## config.mk

```make
export PLATFORM = sky130hd
export DESIGN_NAME = parity_weight_sequencer
export DESIGN_NICKNAME = d
export VERILOG_FILES = /design/src/rtl/parity_weight_sequencer.sv
export SDC_FILE = /design/constraint.sdc
export NUM_CORES = 1
export LEC_CHECK = 0
export BUFFER_PORTS_ARGS = -buffer_cell sky130_fd_sc_hd__buf_2
export CAP_MARGIN = 10
export CORE_ASPECT_RATIO = 0.9
export CORE_MARGIN = 2
export CORE_UTILIZATION = 41
export DETAILED_ROUTE_END_ITERATION = 6
export REMOVE_ABC_BUFFERS = 1
export SLEW_MARGIN = 10
export SYNTH_ARGS = -nofsm -noshare
export SYNTH_HDL_FRONTEND = slang
export SYNTH_SLANG_ARGS = --single-unit
```

## constraint.sdc

```tcl
create_clock -name clk -period 2.7 [get_ports clk]
set_clock_uncertainty 0.2 [all_clocks]
set_input_delay 0.54 -clock clk [delete_from_list [all_inputs] [get_ports clk]]
set_output_delay 0.54 -clock clk [all_outputs]
set_load 0.1 [all_outputs]
```

## src/rtl/parity_weight_sequencer.sv

```systemverilog
// Time-multiplexed Hamming-weight and ISO7816 parity engine.
// One SLICE_WIDTH-bit popcount is accumulated per cycle across a latched character.
module parity_weight_sequencer #(
    parameter int DATA_WIDTH   = 8,
    parameter int SLICE_WIDTH  = 4,
    parameter int WEIGHT_WIDTH = 4
) (
    input  logic                    clk,
    input  logic                    reset,
    input  logic [DATA_WIDTH-1:0]   dataIn,
    input  logic                    parityIn,
    input  logic                    oddParity,
    input  logic                    dataInValid,
    output logic                    dataInReady,
    output logic [WEIGHT_WIDTH-1:0] weightOut,
    output logic                    parityOut,
    output logic                    parityError,
    output logic                    resultValid,
    input  logic                    resultReady,
    output logic                    busy
);

    localparam int NSLICE = DATA_WIDTH / SLICE_WIDTH;
    localparam int IDX_W  = (NSLICE > 1) ? $clog2(NSLICE) : 1;
    localparam logic [IDX_W-1:0] LAST_IDX = IDX_W'(NSLICE - 1);

    typedef enum logic [1:0] {
        IDLE,
        SCAN,
        DONE
    } state_t;

    state_t state;
    state_t state_next;

    logic [DATA_WIDTH-1:0]   data_lat;
    logic                    parity_lat;
    logic                    odd_lat;
    logic [WEIGHT_WIDTH-1:0] acc;
    logic [IDX_W-1:0]        idx;

    logic [SLICE_WIDTH-1:0]  slice;
    logic [WEIGHT_WIDTH-1:0] slice_weight;
    logic [WEIGHT_WIDTH-1:0] sum;
    logic                    accept;
    logic                    last_slice;
    logic                    final_parity;

    function automatic logic [WEIGHT_WIDTH-1:0] popcount(input logic [SLICE_WIDTH-1:0] s);
        logic [WEIGHT_WIDTH-1:0] n;
        n = '0;
        for (int i = 0; i < SLICE_WIDTH; i++) begin
            n = n + WEIGHT_WIDTH'(s[i]);
        end
        return n;
    endfunction

    always_comb begin
        slice        = SLICE_WIDTH'(data_lat >> (int'(idx) * SLICE_WIDTH));
        slice_weight = popcount(slice);
        sum          = acc + slice_weight;
        last_slice   = (idx == LAST_IDX);
        accept       = (state == IDLE) && dataInValid;
        final_parity = sum[0] ^ odd_lat;
    end

    always_comb begin
        state_next = state;
        case (state)
            IDLE: if (dataInValid) state_next = SCAN;
            SCAN: if (last_slice)  state_next = DONE;
            DONE: if (resultReady) state_next = IDLE;
            default: state_next = IDLE;
        endcase
    end

    // Character latch: only the copy taken at accept is ever weighed.
    always_ff @(posedge clk) begin
        if (accept) begin
            data_lat   <= dataIn;
            parity_lat <= parityIn;
            odd_lat    <= oddParity;
        end
    end

    always_ff @(posedge clk or posedge reset) begin
        if (reset) begin
            state       <= IDLE;
            acc         <= '0;
            idx         <= '0;
            dataInReady <= 1'b1;
            busy        <= 1'b0;
            resultValid <= 1'b0;
            weightOut   <= '0;
            parityOut   <= 1'b0;
            parityError <= 1'b0;
        end else begin
            state       <= state_next;
            dataInReady <= (state_next == IDLE);
            busy        <= (state_next != IDLE);
            resultValid <= (state_next == DONE);
            if (accept) begin
                acc <= '0;
                idx <= '0;
            end else if (state == SCAN) begin
                acc <= sum;
                idx <= last_slice ? '0 : idx + 1'b1;
                // Result registers load once per character and then hold until the next one.
                if (last_slice) begin
                    weightOut   <= sum;
                    parityOut   <= final_parity;
                    parityError <= parity_lat ^ final_parity;
                end
            end
        end
    end

endmodule

```

==> results.cfg, run 1 <==
[sta]
fin_crit_sh_pct = 97.2
finalHoldViolCount = 0
maxSlewViolCount = 0
max_slew.worst_pin.slew_ps = 599
finalSetupViolCount = 0
slew_headroom_pct = 60.0
timing.fmax_mhz = 381
period_minus_slack_ps = 2620
fin_setup_tns_ps = 0
grt_setup_unrepaired = yes

[yosys]
syn_area_per_cell_um2 = 13.2
unique_masters_post_synth = 29
synth.area.top_cells = dfrtp_1 (33%), edfxtp_1 (26%), fa_1 (5.3%)
syn_area_um2 = 1130
yosys_warnings = 0
yosys_register_bits = 26
cell_taking_the_most_area_after_synthesis = dfrtp_1
synth_top_area_share_pct = 33.1
synth_seq_area_share_pct = 61.9
syn_inst = 86

[routing]
residual_drc_count = 0
drtIter0Drc = 4
drt-total-wl_mm = 1.80
routed_wire_length_per_instance_um = 12.6
post_drt_via_cell_ratio = 4.73
antenna_left = 0
route.vias.total = 671
firstDrtPassIters = 4

[cts]
post_cts.repair.setup_buffers = 0
worstSkewPairLatency_ps = 320
path_clk_slew_ps = 140
postCtsHoldBufs = 0
cts_buffers = 3
cts_max_level = 1
ctsLongestPathBuffers = 2
post_cts_resize_count = 0
clock_sinks = 26
tritoncts = done
root_buffer = clkbuf_4

[floorplan]
chipHeight_um = 53.9
top_level_ports = 23
dieWidth_um = 59.4
die-area_um2 = 3200
starting_density_pct = 42.3
num_rows = 18
fp.coreArea_um2 = 2680

[place]
portBuffers = 22
hpwl_mm = 1.36
numPlacedInstances = 138
gp_routability_congestion = 0.820

[global_routing]
track_usage_pct = 13.1
grt.busiest_layer = met2
largest_net_degree_at_the_start_of_global_routing = 17
global_route.usage.met2_pct = 20.9
grt_antenna_before_repair = 0
grt_util_met3_pct = 3.13
globalRouteMet1Util_pct = 17.2
grt_pass1_vias = 640
global_route_wire_length_before_repair_mm = 2.96
grt_remaining_overflow = 0

[final_layout]
most_frequent_cells_in_the_layout = buf_2 (22), dfrtp_1 (14), nand2_1 (10), edfxtp_1 (10), inv_1 (7)
final_common_cell = buf_2
antenna_cells = 0
nNetsFinal = 131
finalNonFillerCells = 142
area_growth_syn_to_layout_pct = 15.6
layout-drive-gt1-share_pct = 35.7

[job]
cap_viol_max_count = 0

[setup_path]
worst_ep_arrival_time_ps = 2660
timing.setup.critical_path_class = reg2reg
r2r_setup_slack_ps = 80
depth_of_the_worst_register_to_register_path = 9
critical_path_peak_fanout = 4
worstPathRequired_ps = 2730
worstSetupStartpoint = idx
worstSetupEndpointType = flip-flop
ff_to_ff_start = idx
worst_setup_path_start_kind = flip-flop

[worst_hold_path]
hold_path.class = in2async

[status]
status = finished, final reports clean
## final timing paths
check                          endpoint
max reg2reg                      acc[2]
min                        weightOut[3]
max in group asynchronous           idx
min reg2reg                 parityError
min in group clk            data_lat[2]
max                              acc[2]
## synthesized netlist by cell type, drive strengths merged
cell type / n
or2: 1
nor3: 1
mux2i: 2
dfrtp: 15
nand3: 1
dfstp: 1
a22o: 1
nor2: 2
a32oi: 1
fa: 3
ha: 1
o21bai: 1
xor2: 2
buf: 3
nand2: 10
nor2b: 1
o22ai: 1
mux2: 3
a21o: 2
nand2b: 4
inv: 7
nand3b: 1
xnor2: 1
a21oi: 1
edfxtp: 10
o21ai: 10
## through the flow
stage	worst slack [ps]	hold slack [ps]	util [%]	area, µm²
final	76.5	56.2	48.9	1310
after global routing	-32.6	127	48.9	1310
after CTS	27.8	84.1	48.8	1310
after detailed placement	68.7	265	47.9	1280
after global placement	150	256	47.9	1280
after floorplan	128	250	-	1110
## cell families after synthesis
| kind of cell | share of synthesized area, % |
|---|---|
| adder cells (fa/ha/maj) | 6.40 |
| buffers and inverters | 4.19 |
| AND/OR/NAND/NOR | 9.16 |
| multiplexers | 5.08 |
| flip-flops | 61.9 |
| AO/OA/AOI/OAI | 10.9 |
| XOR/XNOR | 2.32 |
## worst max-delay path, cell delays in order (launching register included)
cell and delay [ps]:
dfrtp_2 470, mux2i_1 160, fa_1 510, inv_1 50, fa_1 450, inv_1 80, fa_1 220, nor3_1 70
a21o_1 160, a22o_1 170
## registers in the layout, indices dropped and copies added, names as in the netlist, 2 cells and up
signal	cells
data_lat	8
acc	4
weightOut	4
state	2
## routing by layer
layer  vias up  wire length, µm
li1        344                -
met1       309              837
met2        15              868
met3         3               65
met4         0               25
met5         -                0
## area by class of cell
cell class                      count  area (µm²)
Timing Repair Buffer               25         133
Fill cell                         244        1370
Tap cell                           30        37.5
Clock inverter                      1        3.75
Sequential cell                    26         703
Inverter                            7        26.3
Clock buffer                        3        22.5
Multi-Input combinational cell     50         384
Power of run 1 is left out: the tool's default activity adds up to more than one toggle a clock period on the data nets, which glitch-free logic cannot reach.
==> run 2: changes to the inputs <==
REMOVE_ABC_BUFFERS = unset   (was 1)
SETUP_SLACK_MARGIN = 0.1   (was unset)
==> results.cfg, run 2 (same netlist as run 1, synthesis figures left out) <==
[place]
gp_routability_congestion = 0.809
portBuffers = 22
hpwl_mm = 1.31

[setup_path]
timing.setup.critical_path_class = reg2reg
worst_ep_arrival_time_ps = 2550
critical_path_peak_fanout = 4
worstPathRequired_ps = 2730
depth_of_the_worst_register_to_register_path = 8
worst_setup_path_start_kind = flip-flop
worstSetupEndpointType = flip-flop

[floorplan]
dieWidth_um = 59.4
die-area_um2 = 3200
chipHeight_um = 53.9
num_rows = 18
fp.coreArea_um2 = 2680
top_level_ports = 23
starting_density_pct = 42.3

[cts]
cts_max_level = 1
path_clk_slew_ps = 130
root_buffer = clkbuf_4
cts_buffers = 3
worstSkewPairLatency_ps = 320
clock_sinks = 26
ctsLongestPathBuffers = 2
postCtsHoldBufs = 0
tritoncts = done

[global_routing]
grt_remaining_overflow = 0
grt_antenna_before_repair = 0
track_usage_pct = 13.0
global_route_wire_length_before_repair_mm = 2.96
largest_net_degree_at_the_start_of_global_routing = 17
grt_pass1_vias = 670

[sta]
fin_setup_tns_ps = 0
finalSetupViolCount = 0
grt_setup_unrepaired = yes
maxSlewViolCount = 0
max_slew.worst_pin.slew_ps = 622
finalHoldViolCount = 0
fin_crit_sh_pct = 93.6
slew_headroom_pct = 58.5
period_minus_slack_ps = 2530
timing.fmax_mhz = 396

[routing]
post_drt_via_cell_ratio = 4.83
route.vias.total = 705
antenna_left = 0
drt-total-wl_mm = 1.82
routed_wire_length_per_instance_um = 12.5
drtIter0Drc = 18
residual_drc_count = 0
firstDrtPassIters = 2

[final_layout]
largest_register_ffs = 8
final_common_cell = buf_2
nNetsFinal = 135
largest_register = data_lat
layout_top_registers = data_lat x8, acc x4, weightOut x4
layout-drive-gt1-share_pct = 44.0
fillerInstances = 235
most_frequent_cells_in_the_layout = buf_2 (22), dfrtp_1 (14), nand2_1 (10), edfxtp_1 (10), buf_4 (7)
area_growth_syn_to_layout_pct = 20.4
antenna_cells = 0

[yosys]
synthesis.nets = 104

[status]
status = finished, final reports clean

[job]
cap_viol_max_count = 0

[worst_hold_path]
hold_path.class = in2async
[run 2: cell types whose count changed in the layout (fill, tap and decap cells not counted)]
cell | before | now
mux2i_1 | 2 | 0
xor2_1 | 2 | 1
inv_1 | 7 | 6
mux2i_2 | 0 | 2
nor3_2 | 0 | 1
buf_4 | 3 | 7
fa_1 | 3 | 1
nor3_1 | 1 | 0
inv_2 | 0 | 1
xor2_2 | 0 | 1
fa_2 | 0 | 2
[run 2: final timing paths]
kind / start / end / slack [ps]
max: idx / acc[2] / 170
max in group asynchronous: reset / idx / 1800
max reg2reg: idx / acc[2] / 170
min: reset / acc[0] / 60
min reg2reg: parityError / parityError / 290
min in group clk: dataIn[2] / data_lat[2] / 180
[run 2: critical path, stage by stage (launching register included)]
cell,delay [ps]
dfrtp_2,440
mux2i_2,240
fa_1,440
inv_1,80
fa_2,210
inv_2,40
fa_2,410
a21o_1,190
a22o_1,170
[run 2: repair_timing]
item                                    in CTS  in global routing
pin swaps                                    0                  2
endpoints found under the setup margin       3                  4
buffers inserted                             1                  3
gates resized for setup                      2                  7
[run 2: layout make-up]
class / count / area, µm² / area share (%)
Timing Repair Buffer: 29 / 163 / 11.9
Clock buffer: 3 / 22.5 / 1.65
Tap cell: 30 / 37.5 / 2.75
Inverter: 7 / 26.3 / 1.92
Multi-Input combinational cell: 50 / 409 / 30.0
Clock inverter: 1 / 3.75 / 0.275
Sequential cell: 26 / 703 / 51.5
[run 2: through the flow]
stage | hold slack [ps] | instances | cell area, µm² | utilization (%) | setup slack, ps
after floorplan | 250 | 86 | 1130 | - | 109
after global placement | 256 | 138 | 1280 | 47.9 | 152
after detailed placement | 263 | 138 | 1280 | 47.9 | 67.3
after CTS | 96.9 | 143 | 1320 | 49.3 | 109
after global routing | 105 | 146 | 1370 | 50.9 | 49.1
final | 64.8 | 146 | 1370 | 50.9 | 173
[run 2: layer usage]
layer	vias to the layer above	part of all wire, %	track usage [%]
met5	-	0	0
li1	350	-	-
met3	5	3.9	2.88
met1	337	50	17.0
met4	0	2.4	6.82
met2	13	44	20.1
Power of run 2 is left out for the same reason.
